File: config.mk
export PLATFORM = sky130hd
export DESIGN_NAME = stack_ctrl_flat
export DESIGN_NICKNAME = d
export VERILOG_FILES = /design/src/rtl/stack_pkg.sv /design/src/rtl/stack_ctrl_if.sv /design/src/rtl/stack_bounds_check.sv /design/src/rtl/stack_ctrl.sv /design/src/flat_wrapper.sv
export SDC_FILE = /design/constraint.sdc
export NUM_CORES = 1
export LEC_CHECK = 0
export ABC_AREA = 0
export CAP_MARGIN = 20
export CORE_MARGIN = 2
export CORE_UTILIZATION = 50
export CTS_BUF_LIST = sky130_fd_sc_hd__clkbuf_4 sky130_fd_sc_hd__clkbuf_8
export DETAILED_ROUTE_END_ITERATION = 7
export DONT_BUFFER_PORTS = 1
export PLACE_DENSITY = 0.75
export SETUP_SLACK_MARGIN = 0.02
export SLEW_MARGIN = 10
export SYNTH_ARGS = -nofsm -noshare
export SYNTH_HDL_FRONTEND = slang
export SYNTH_HIERARCHICAL = 1
export SYNTH_SLANG_ARGS = --single-unit
File: constraint.sdc
create_clock -name clk -period 1.85 [get_ports clk]
set_input_delay 0.2775 -clock clk [delete_from_list [all_inputs] [get_ports clk]]
set_output_delay 0.2775 -clock clk [all_outputs]
set_load 0.005 [all_outputs]
File: src/rtl/stack_pkg.sv
// stack_pkg: op encodings, FSM states, default stack bounds and per-op word counts.
package stack_pkg;
   typedef enum logic [2:0] {
      OP_PUSH, OP_POP, OP_CALL, OP_RET, OP_INT, OP_RTI, OP_RSV6, OP_RSV7
   } op_e;
   typedef enum logic [2:0] {IDLE, PUSH_W, POP_A, POP_D, RESP} state_e;
   localparam logic [7:0] DEF_STACK_TOP   = 8'hFF;
   localparam logic [7:0] DEF_STACK_LIMIT = 8'h80;
   function automatic logic is_push(op_e op);
      return op == OP_PUSH || op == OP_CALL || op == OP_INT;
   endfunction
   function automatic logic is_pop(op_e op);
      return op == OP_POP || op == OP_RET || op == OP_RTI;
   endfunction
   function automatic logic [1:0] op_words(op_e op);
      return (op == OP_INT || op == OP_RTI) ? 2'd2 : (is_push(op) || is_pop(op)) ? 2'd1 : 2'd0;
   endfunction
endpackage

File: src/rtl/stack_ctrl_if.sv
// stack_ctrl_if: request/response, SP-update and data-memory signals of the stack controller.
interface stack_ctrl_if;
   logic       req_valid, req_ready;
   logic [2:0] req_op;
   logic [7:0] req_data;
   logic [3:0] req_flags;
   logic [7:0] sp_value, sp_new;
   logic       sp_update_enable;
   logic       mem_en, mem_we;
   logic [7:0] mem_addr, mem_wdata, mem_rdata;
   logic       rsp_valid;
   logic [7:0] rsp_data;
   logic [3:0] rsp_flags;
   logic       stack_empty, stack_full, fault;
   modport master (
      output req_valid, req_op, req_data, req_flags, sp_value, mem_rdata,
      input  req_ready, sp_update_enable, sp_new, mem_en, mem_we, mem_addr, mem_wdata,
             rsp_valid, rsp_data, rsp_flags, stack_empty, stack_full, fault
   );
   modport slave (
      input  req_valid, req_op, req_data, req_flags, sp_value, mem_rdata,
      output req_ready, sp_update_enable, sp_new, mem_en, mem_we, mem_addr, mem_wdata,
             rsp_valid, rsp_data, rsp_flags, stack_empty, stack_full, fault
   );
endinterface

File: src/rtl/stack_bounds_check.sv
// stack_bounds_check: flags over/underflow of a request against the current SP; reserved ops always fault.
module stack_bounds_check
   import stack_pkg::*;
#(
   parameter logic [7:0] TOP   = DEF_STACK_TOP,
   parameter logic [7:0] LIMIT = DEF_STACK_LIMIT
) (
   input  logic [2:0] op_i,
   input  logic [7:0] sp_i,
   output logic       fault_o
);
   op_e        op;
   logic [8:0] n, dn, up;
   assign op = op_e'(op_i);
   assign n  = {7'd0, op_words(op)};
   assign dn = {1'b0, sp_i} - n;
   assign up = {1'b0, sp_i} + n;
   always_comb fault_o = is_push(op) ? (dn < ({1'b0, LIMIT} - 9'd1)) :
                         is_pop(op)  ? (up > {1'b0, TOP}) : 1'b1;
endmodule

File: src/rtl/stack_ctrl.sv
// stack_ctrl: sequences stack memory accesses and SP updates for PUSH/POP/CALL/RET/INT/RTI.
// Define STACK_GUARD_EN to reject over/underflowing requests with fault instead of wrapping.
module stack_ctrl
   import stack_pkg::*;
#(
   parameter logic [7:0] STACK_TOP   = DEF_STACK_TOP,
   parameter logic [7:0] STACK_LIMIT = DEF_STACK_LIMIT
) (
   input logic         clk,
   input logic         reset,
   stack_ctrl_if.slave bus
);
   state_e     state_q;
   logic [1:0] cnt_q;
   logic [7:0] sp_work_q, mem_addr_q, mem_wdata_q, sp_new_q, rsp_data_q;
   logic [3:0] flags_q, rsp_flags_q;
   logic       rdy_q, mem_en_q, mem_we_q, upd_q, rsp_valid_q, fault_q, flt;
   op_e        op;
   assign op = op_e'(bus.req_op);
`ifdef STACK_GUARD_EN
   stack_bounds_check #(.TOP(STACK_TOP), .LIMIT(STACK_LIMIT)) u_bounds (
      .op_i(bus.req_op), .sp_i(bus.sp_value), .fault_o(flt)
   );
`else
   assign flt = 1'b0;
`endif
   assign bus.req_ready        = rdy_q;
   assign bus.mem_en           = mem_en_q;
   assign bus.mem_we           = mem_we_q;
   assign bus.mem_addr         = mem_addr_q;
   assign bus.mem_wdata        = mem_wdata_q;
   assign bus.sp_update_enable = upd_q;
   assign bus.sp_new           = sp_new_q;
   assign bus.rsp_valid        = rsp_valid_q;
   assign bus.rsp_data         = rsp_data_q;
   assign bus.rsp_flags        = rsp_flags_q;
   assign bus.fault            = fault_q;
   assign bus.stack_empty      = bus.sp_value == STACK_TOP;
   assign bus.stack_full       = bus.sp_value == STACK_LIMIT - 8'd1;
   // Outputs are registered, so each transition issues the strobes of the cycle it enters;
   // sp_work_q always holds the SP value after the most recently issued update.
   always_ff @(posedge clk) begin
      if (reset) begin
         state_q     <= IDLE;
         rdy_q       <= 1'b1;
         cnt_q       <= 2'd0;
         sp_work_q   <= STACK_TOP;
         flags_q     <= 4'd0;
         mem_en_q    <= 1'b0;
         mem_we_q    <= 1'b0;
         upd_q       <= 1'b0;
         rsp_valid_q <= 1'b0;
         fault_q     <= 1'b0;
         mem_addr_q  <= 8'd0;
         mem_wdata_q <= 8'd0;
         sp_new_q    <= 8'd0;
         rsp_data_q  <= 8'd0;
         rsp_flags_q <= 4'd0;
      end else begin
         mem_en_q    <= 1'b0;
         mem_we_q    <= 1'b0;
         upd_q       <= 1'b0;
         rsp_valid_q <= 1'b0;
         fault_q     <= 1'b0;
         rdy_q       <= 1'b0;
         case (state_q)
            IDLE: begin
               rdy_q <= !bus.req_valid;
               if (bus.req_valid) begin
                  flags_q     <= bus.req_flags;
                  cnt_q       <= op_words(op);
                  sp_work_q   <= bus.sp_value;
                  rsp_data_q  <= 8'd0;
                  rsp_flags_q <= 4'd0;
                  if (flt || !(is_push(op) || is_pop(op))) begin
                     state_q     <= RESP;
                     rsp_valid_q <= 1'b1;
                     fault_q     <= flt;
                  end else if (is_push(op)) begin
                     state_q     <= PUSH_W;
                     mem_en_q    <= 1'b1;
                     mem_we_q    <= 1'b1;
                     upd_q       <= 1'b1;
                     mem_addr_q  <= bus.sp_value;
                     mem_wdata_q <= bus.req_data;
                     sp_new_q    <= bus.sp_value - 8'd1;
                     sp_work_q   <= bus.sp_value - 8'd1;
                  end else begin
                     state_q    <= POP_A;
                     mem_en_q   <= 1'b1;
                     upd_q      <= 1'b1;
                     mem_addr_q <= bus.sp_value + 8'd1;
                     sp_new_q   <= bus.sp_value + 8'd1;
                     sp_work_q  <= bus.sp_value + 8'd1;
                  end
               end
            end
            PUSH_W: begin
               if (cnt_q == 2'd2) begin
                  cnt_q       <= 2'd1;
                  mem_en_q    <= 1'b1;
                  mem_we_q    <= 1'b1;
                  upd_q       <= 1'b1;
                  mem_addr_q  <= sp_work_q;
                  mem_wdata_q <= {4'h0, flags_q};
                  sp_new_q    <= sp_work_q - 8'd1;
                  sp_work_q   <= sp_work_q - 8'd1;
               end else begin
                  state_q     <= RESP;
                  rsp_valid_q <= 1'b1;
               end
            end
            POP_A: state_q <= POP_D;
            POP_D: begin
               if (cnt_q == 2'd2) begin
                  cnt_q       <= 2'd1;
                  rsp_flags_q <= bus.mem_rdata[3:0];
                  state_q     <= POP_A;
                  mem_en_q    <= 1'b1;
                  upd_q       <= 1'b1;
                  mem_addr_q  <= sp_work_q + 8'd1;
                  sp_new_q    <= sp_work_q + 8'd1;
                  sp_work_q   <= sp_work_q + 8'd1;
               end else begin
                  rsp_data_q  <= bus.mem_rdata;
                  state_q     <= RESP;
                  rsp_valid_q <= 1'b1;
               end
            end
            RESP: begin
               state_q <= IDLE;
               rdy_q   <= 1'b1;
            end
            default: begin
               state_q <= IDLE;
               rdy_q   <= 1'b1;
            end
         endcase
      end
   end
endmodule

File: src/flat_wrapper.sv
// flat-port wrapper written by rule: the top's interface ports become plain ports
module stack_ctrl_flat import stack_pkg::*;
#(
   parameter logic [7:0] STACK_TOP   = DEF_STACK_TOP,
   parameter logic [7:0] STACK_LIMIT = DEF_STACK_LIMIT
)
  (clk, reset, bus_req_valid, bus_req_op, bus_req_data, bus_req_flags, bus_sp_value, bus_mem_rdata, bus_req_ready, bus_sp_update_enable, bus_sp_new, bus_mem_en, bus_mem_we, bus_mem_addr, bus_mem_wdata, bus_rsp_valid, bus_rsp_data, bus_rsp_flags, bus_stack_empty, bus_stack_full, bus_fault);
  stack_ctrl_if bus_i ();
  input logic clk;
  input logic reset;
  input wire logic [$bits(bus_i.req_valid)-1:0] bus_req_valid;
  input wire logic [$bits(bus_i.req_op)-1:0] bus_req_op;
  input wire logic [$bits(bus_i.req_data)-1:0] bus_req_data;
  input wire logic [$bits(bus_i.req_flags)-1:0] bus_req_flags;
  input wire logic [$bits(bus_i.sp_value)-1:0] bus_sp_value;
  input wire logic [$bits(bus_i.mem_rdata)-1:0] bus_mem_rdata;
  output wire logic [$bits(bus_i.req_ready)-1:0] bus_req_ready;
  output wire logic [$bits(bus_i.sp_update_enable)-1:0] bus_sp_update_enable;
  output wire logic [$bits(bus_i.sp_new)-1:0] bus_sp_new;
  output wire logic [$bits(bus_i.mem_en)-1:0] bus_mem_en;
  output wire logic [$bits(bus_i.mem_we)-1:0] bus_mem_we;
  output wire logic [$bits(bus_i.mem_addr)-1:0] bus_mem_addr;
  output wire logic [$bits(bus_i.mem_wdata)-1:0] bus_mem_wdata;
  output wire logic [$bits(bus_i.rsp_valid)-1:0] bus_rsp_valid;
  output wire logic [$bits(bus_i.rsp_data)-1:0] bus_rsp_data;
  output wire logic [$bits(bus_i.rsp_flags)-1:0] bus_rsp_flags;
  output wire logic [$bits(bus_i.stack_empty)-1:0] bus_stack_empty;
  output wire logic [$bits(bus_i.stack_full)-1:0] bus_stack_full;
  output wire logic [$bits(bus_i.fault)-1:0] bus_fault;
  assign bus_i.req_valid = bus_req_valid;
  assign bus_i.req_op = bus_req_op;
  assign bus_i.req_data = bus_req_data;
  assign bus_i.req_flags = bus_req_flags;
  assign bus_i.sp_value = bus_sp_value;
  assign bus_i.mem_rdata = bus_mem_rdata;
  assign bus_req_ready = bus_i.req_ready;
  assign bus_sp_update_enable = bus_i.sp_update_enable;
  assign bus_sp_new = bus_i.sp_new;
  assign bus_mem_en = bus_i.mem_en;
  assign bus_mem_we = bus_i.mem_we;
  assign bus_mem_addr = bus_i.mem_addr;
  assign bus_mem_wdata = bus_i.mem_wdata;
  assign bus_rsp_valid = bus_i.rsp_valid;
  assign bus_rsp_data = bus_i.rsp_data;
  assign bus_rsp_flags = bus_i.rsp_flags;
  assign bus_stack_empty = bus_i.stack_empty;
  assign bus_stack_full = bus_i.stack_full;
  assign bus_fault = bus_i.fault;
  stack_ctrl #(.STACK_TOP(STACK_TOP), .STACK_LIMIT(STACK_LIMIT)) u_core (.clk(clk), .reset(reset), .bus(bus_i));
endmodule
# --- After elaboration in Yosys (flattened, before gate mapping) ---
# Cells that the tools add are included.
word_totals:
  rom_bits: 0
  inputBits: 34
  latchBits: 0
  out_inout_bits: 44
  register_bits: 57
  ram_bits: 0
  n_memories: 0
op_classes:
  shift: 0
  n_addsub: 4
  bitwise_logic: 0
  n_div: 0
  magnitude_cmp: 0
  reduce_logical: 23
  n_mul: 0
  eq_ne: 19
  muxes: 49
op_table:
  columns: ["cell", "n"]
  rows:
  - ["8-bit two-way mux", 17]
  - ["8-bit case mux with 3 select lines", 3]
  - ["8-bit case mux with 2 select lines", 2]
  - ["8-bit by 1-bit adder with 8-bit output (second input constant)", 2]
  - ["8-bit by 1-bit subtractor with 8-bit output (second input constant)", 2]
  - ["3-bit by 2-bit equality test with 1-bit output (second input constant)", 4]
  - ["3-bit two-way mux", 4]
  - ["3-bit case mux with 4 select lines", 1]
  - ["1-bit two-way mux", 10]
  - ["2-bit by 1-bit != test with 1-bit output (second input constant)", 5]
  - ["5-bit AND reduction", 2]
  - ["3-bit AND reduction", 3]
  - ["8-bit by 7-bit equality test with 1-bit output (second input constant)", 1]
  - ["8-bit equality test (second input constant)", 1]
  - ["2-bit two-way mux", 4]
  - ["4-bit two-way mux", 2]
  - ["1-bit case mux with 2 select lines", 4]
  - ["4-bit case mux with 2 select lines", 1]
  - ["3-bit by 1-bit equality test with 1-bit output (second input constant)", 2]
  - ["3-bit equality test (second input constant)", 2]
  - ["3-bit logical NOT", 2]
  - ["1-bit logical OR", 6]
  - ["2-bit != test (second input constant)", 3]
  - ["2-bit nonzero test", 3]
  - ["8 further kinds", 9]

# --- Logic depth before layout (Yosys ltp) ---
depth:
  word_depth: 8
  mapped_depth: 9

# --- Worst setup path after synthesis ---
# OpenSTA, ideal clock, no wires.
synth_timing:
  kind: "input-to-reg"
  start: "input port bus_sp_value[1]"
  end: "register u_core.sp_new_q[4] (netlist: u_core/bus.sp_new[4])"
  path_buffers: 1
  setup_ns: 0.086
  path_stages: 8
  t_required_ns: 1.764
  slack_ns: -0.015
  arrival_ns: 1.780
  path_cell_list: "clkbuf_1 inv_1 ha_1 or4b_1 nand2b_1 a211oi_1 a211oi_1 a211oi_1"
synth_via:
  elab_chain_cells: 5
  word_cells_on_any_way: 6
  classes_between: "add/sub: 2; mux: 4"
synth_rtl:
  columns: ["element", "line", "rtl"]
  rows:
  - ["start, declared", "flat_wrapper.sv:15", "input wire logic [$bits(bus_i.sp_value)-1:0] bus_sp_value;"]
  - ["8-bit by 1-bit adder with 8-bit output or 8-bit by 1-bit subtractor with 8-bit output (tied branches)", "stack_ctrl.sv:93, stack_ctrl.sv:86", null]
  - ["8-bit two-way mux *", "stack_ctrl.sv:79", "end else if (is_push(op)) begin"]
  - ["8-bit two-way mux *", "stack_ctrl.sv:75", "if (flt || !(is_push(op) || is_pop(op))) begin"]
  - ["8-bit two-way mux *", "stack_ctrl.sv:69", "if (bus.req_valid) begin"]
  - ["8-bit case mux with 3 select lines *", "stack_ctrl.sv:66", "case (state_q)"]
  - ["end signal, assigned", "stack_ctrl.sv:86", "sp_new_q <= bus.sp_value - 8'd1;"]
  - ["end signal, assigned", "stack_ctrl.sv:93", "sp_new_q <= bus.sp_value + 8'd1;"]
  - ["end signal, assigned", "stack_ctrl.sv:106", "sp_new_q <= sp_work_q - 8'd1;"]
  - ["end, declared", "stack_ctrl.sv:15", "logic [7:0] sp_work_q, mem_addr_q, mem_wdata_q, sp_new_q, rsp_data_q;"]
# Mark *: on every way between the ends. The rest lies on a longest branch, timed or not. The select of a mux whose other input is x is not followed.
# A chain may end at the register's enable or synchronous reset.

# --- Final worst setup path ---
layout_timing:
  start: "register u_core.sp_work_q[1]"
  end: "register u_core.sp_work_q[2]"
layout_via:
  elab_chain_cells: 3
  word_cells_on_any_way: 5
  classes_between: "add/sub: 2; mux: 3"
layout_rtl:
  columns: ["element", "line", "rtl"]
  rows:
  - ["start, declared", "stack_ctrl.sv:15", null]
  - ["start signal, assigned", "stack_ctrl.sv:72", "sp_work_q <= bus.sp_value;"]
  - ["start signal, assigned", "stack_ctrl.sv:87", "sp_work_q <= bus.sp_value - 8'd1;"]
  - ["start signal, assigned", "stack_ctrl.sv:94", "sp_work_q <= bus.sp_value + 8'd1;"]
  - ["8-bit by 1-bit adder with 8-bit output or 8-bit by 1-bit subtractor with 8-bit output (tied branches)", "stack_ctrl.sv:123, stack_ctrl.sv:107", null]
  - ["8-bit two-way mux (on tied branches)", "stack_ctrl.sv:115, stack_ctrl.sv:99", null]
  - ["8-bit case mux with 3 select lines *", "stack_ctrl.sv:66", null]
# Marks and branches as above.

==> impl_metrics.tcl <==
set metrics [dict create \
    antenna_cells 0 \
    ant_nets 0 \
    end_kind "register" \
    area_growth_pct 15.2 \
    die_y_um 86.8 \
    slew_violations 0 \
    yosys_warnings 6 \
    status "complete, no violations" \
    layout-drive-gt1-share 0.204 \
    hold_viol_final 0 \
    mappedNetlistArea_um2 3430 \
    grt_max_degree 56 \
    ios 78 \
    synth_compound_area_frac 0.228 \
    critical_path_class "register to register" \
    clkTransAtPathRegs_ns 0.07 \
    r2r_start "u_core/sp_work_q[1]" \
    synthAdderAreaFrac 0.0219 \
    worst_slew_pin_slew_ns 0.729 \
    die_x_um 86.8 \
    place_area_um2 3650 \
    power.leakage_uw 0.00144 \
    critPathMaxFanout 8 \
    clockRootBuffer "clkbuf_8" \
    cts_sinks 57 \
    post-route-min-period_ns 1.81 \
    core_um2 6720 \
    slew_headroom 0.512 \
    netlist_instances 437 \
    grt_pass1_vias 2909 \
    postSynth.asyncResetShare 0 \
    synth.avg_cell_area_um2 7.84 \
    drv_cap 0 \
    initial_utilization 0.510 \
    p_per_area_nw_per_um2 847 \
    synth-xor-area-share 0.0588 \
    layout_common_cells "nand2_1 (61), dfxtp_1 (49), nor2_1 (41), a21oi_1 (41), buf_4 (39)" \
    globalplace.congestion 0.911 \
    cp-start-kind "register" \
    crit_start "u_core/sp_work_q[1]" \
    ir_drop_mv 0.433 \
    fin_area_um2 3950 \
    io_buffers 0 \
    dp_hpwl_um 6880 \
    seq_area_frac_synth 0.333 \
    setup_viol 0 \
    setup_tns_ns 0 \
    clock_skew_ns 0.0104 \
    avgRoutedWirePerCell_um 18.2 \
    cts_buffers 9 \
    hp-class "primary input to register" \
    ys_ff_latch 57 \
    grt_overflow 0 \
    final_common_cell "nand2_1" \
    max_freq_mhz 553 \
    rsz0062_at_grt "no" \
    muxShareOfSynthArea 0.0117 \
    initialDrtViolationCount 288 \
    via_per_inst 6.30 \
    synthFlopType "dfxtp_1" \
    cts_buffer_depth 2 \
    die_area_um2 7530 \
    antenna_found_initial 0 \
    htreeDepth 3 \
    layout_worst_path_cycle_share 0.978 \
    drc 0 \
    clk_latency_ns 0.34 \
    drt-total-wl_um 9760 \
    vias 3368 \
    yosysUniqueCellTypes 72 \
    firstDrtPassIters 5 \
    cp.arrival_ns 2.03 \
    rows 30 \
    synth_edf_count 0 \
    cts_tree "done" \
    hp-start "reset" \
    cp_data_required_time_ns 2.07 \
    grt_pass1_wl_um 14700 \
    synth_top_family_by_area "simple AND/OR/NAND/NOR gates" \
    yosys.area_share.simple 0.271 \
    final_nets 491 \
    grt_use_total 0.249 \
    syn-num-nets 477 \
]
==> cells in the mapped netlist (2+ instances only) <==
cell | count | area [µm²]
and4_1 | 4 | 35.0
nor2_1 | 42 | 158
nor4_2 | 2 | 25.0
a31oi_1 | 5 | 31.3
nor3_1 | 9 | 45.0
nor4_1 | 3 | 18.8
xor2_1 | 8 | 70.1
o21ai_0 | 11 | 55.1
ha_1 | 6 | 75.1
buf_1 | 6 | 22.5
or4b_1 | 2 | 20.0
mux2i_1 | 4 | 40.0
a211o_1 | 2 | 17.5
nor4b_2 | 2 | 30.0
buf_6 | 2 | 22.5
o211ai_1 | 6 | 45.0
inv_1 | 10 | 37.5
buf_4 | 5 | 37.5
nor2b_1 | 2 | 12.5
nand4_1 | 9 | 56.3
and3_1 | 2 | 12.5
a21oi_2 | 2 | 17.5
a221o_1 | 2 | 20.0
a21oi_1 | 42 | 210
a311oi_1 | 11 | 96.3
nand3_1 | 22 | 110
xnor2_1 | 15 | 131
a211oi_1 | 9 | 67.6
nand2b_1 | 4 | 25.0
nand2_1 | 61 | 229
buf_2 | 5 | 25.0
clkbuf_1 | 21 | 78.8
dfxtp_1 | 57 | 1140
or3_1 | 4 | 25.0
and2_2 | 2 | 15.0
clkbuf_8 | 2 | 27.5
==> path summary, 6_finish.rpt <==
path / end / slack (ns) / cells after the start
min: u_core/bus.mem_addr[6] / 0.01 / 1
max reg2reg: u_core/sp_work_q[2] / 0.04 / 7
min reg2reg: u_core/flags_q[1] / 0.46 / 2
max: u_core/sp_work_q[2] / 0.04 / 7
==> logic make-up (layout without fill, tap and decap cells) <==
kind of cell | Yosys count | after routing
AOI/OAI and AO/OA | 112 | 112
xor gates and xnor gates | 23 | 23
adders and majority gates | 6 | 6
buffers and inverters | 52 | 70
DFF | 57 | 57
muxes | 4 | 4
other | 1 | 1
and+or+nand+nor | 182 | 182
==> sequential cells by signal (all words and copies together), names as in the netlist <==
register,cells
u_core/bus.rsp_data,8
u_core/flags_q,4
u_core/state_q,3
u_core/bus.rsp_flags,4
u_core/sp_work_q,8
u_core/bus.rsp_valid,1
u_core/bus.sp_new,8
u_core/cnt_q,2
u_core/bus.mem_wdata,8
u_core/bus.sp_update_enable,1
u_core/bus.req_ready,1
u_core/bus.mem_addr,8
u_core/bus.mem_we,1
==> stage by stage <==
| stage | hold WS (ns) | total power, µW | setup WS (ns) | util | cells |
|---|---|---|---|---|---|
| 2_1_floorplan | 0.393 | 1980 | 0.0285 | - | 437 |
| 3_3_place_gp | 0.353 | 2170 | 0.0254 | 0.544 | 517 |
| 3_5_place_dp | 0.354 | 2180 | -0.0546 | 0.544 | 517 |
| 4_1_cts | -0.00710 | 3300 | 0.0108 | 0.574 | 532 |
| 5_1_grt | 0.000475 | 3490 | 0.0231 | 0.588 | 535 |
| 6_report | 0.0138 | 3340 | 0.0410 | 0.588 | 535 |
==> timing repair <==
| action | 4_1_cts | 5_1_grt |
|---|---|---|
| setup buffers | 0 | 0 |
| gates resized for setup | 3 | 18 |
| endpoints found under the hold margin | 21 | 17 |
| endpoints found under the setup margin | 12 | 19 |
==> layout make-up <==
cell class / instances / area (µm²)
Clock buffer: 9 / 124
Clock inverter: 6 / 60.1
Multi-Input combinational cell: 328 / 2100
Fill cell: 585 / 2770
Inverter: 10 / 37.5
Sequential cell: 57 / 1150
Timing Repair Buffer: 45 / 374
Tap cell: 80 / 100
==> worst max-delay path: stages (launching register included) <==
cell,delay (ns)
dfxtp_2,0.47
inv_1,0.10
ha_1,0.27
mux2i_1,0.22
xnor2_1,0.10
nand2_1,0.10
o21ai_0,0.11
a211o_1,0.31
==> where the power goes <==
part           switching, µW  total, µW  leakage (µW)  internal (µW)
Combinational            421        766      0.000887            345
Clock                    515       1120     0.0000909            606
Sequential               124       1460      0.000466           1330
Total                   1060       3340       0.00144           2280
==> metal layers <==
metal	up-vias	part of all wire	track usage
met5	-	0	0
met4	0	0.017	0.0739
met3	26	0.090	0.0695
met2	176	0.46	0.375
met1	1567	0.43	0.346
li1	1599	-	-
(Power assumes the default switching activity.)
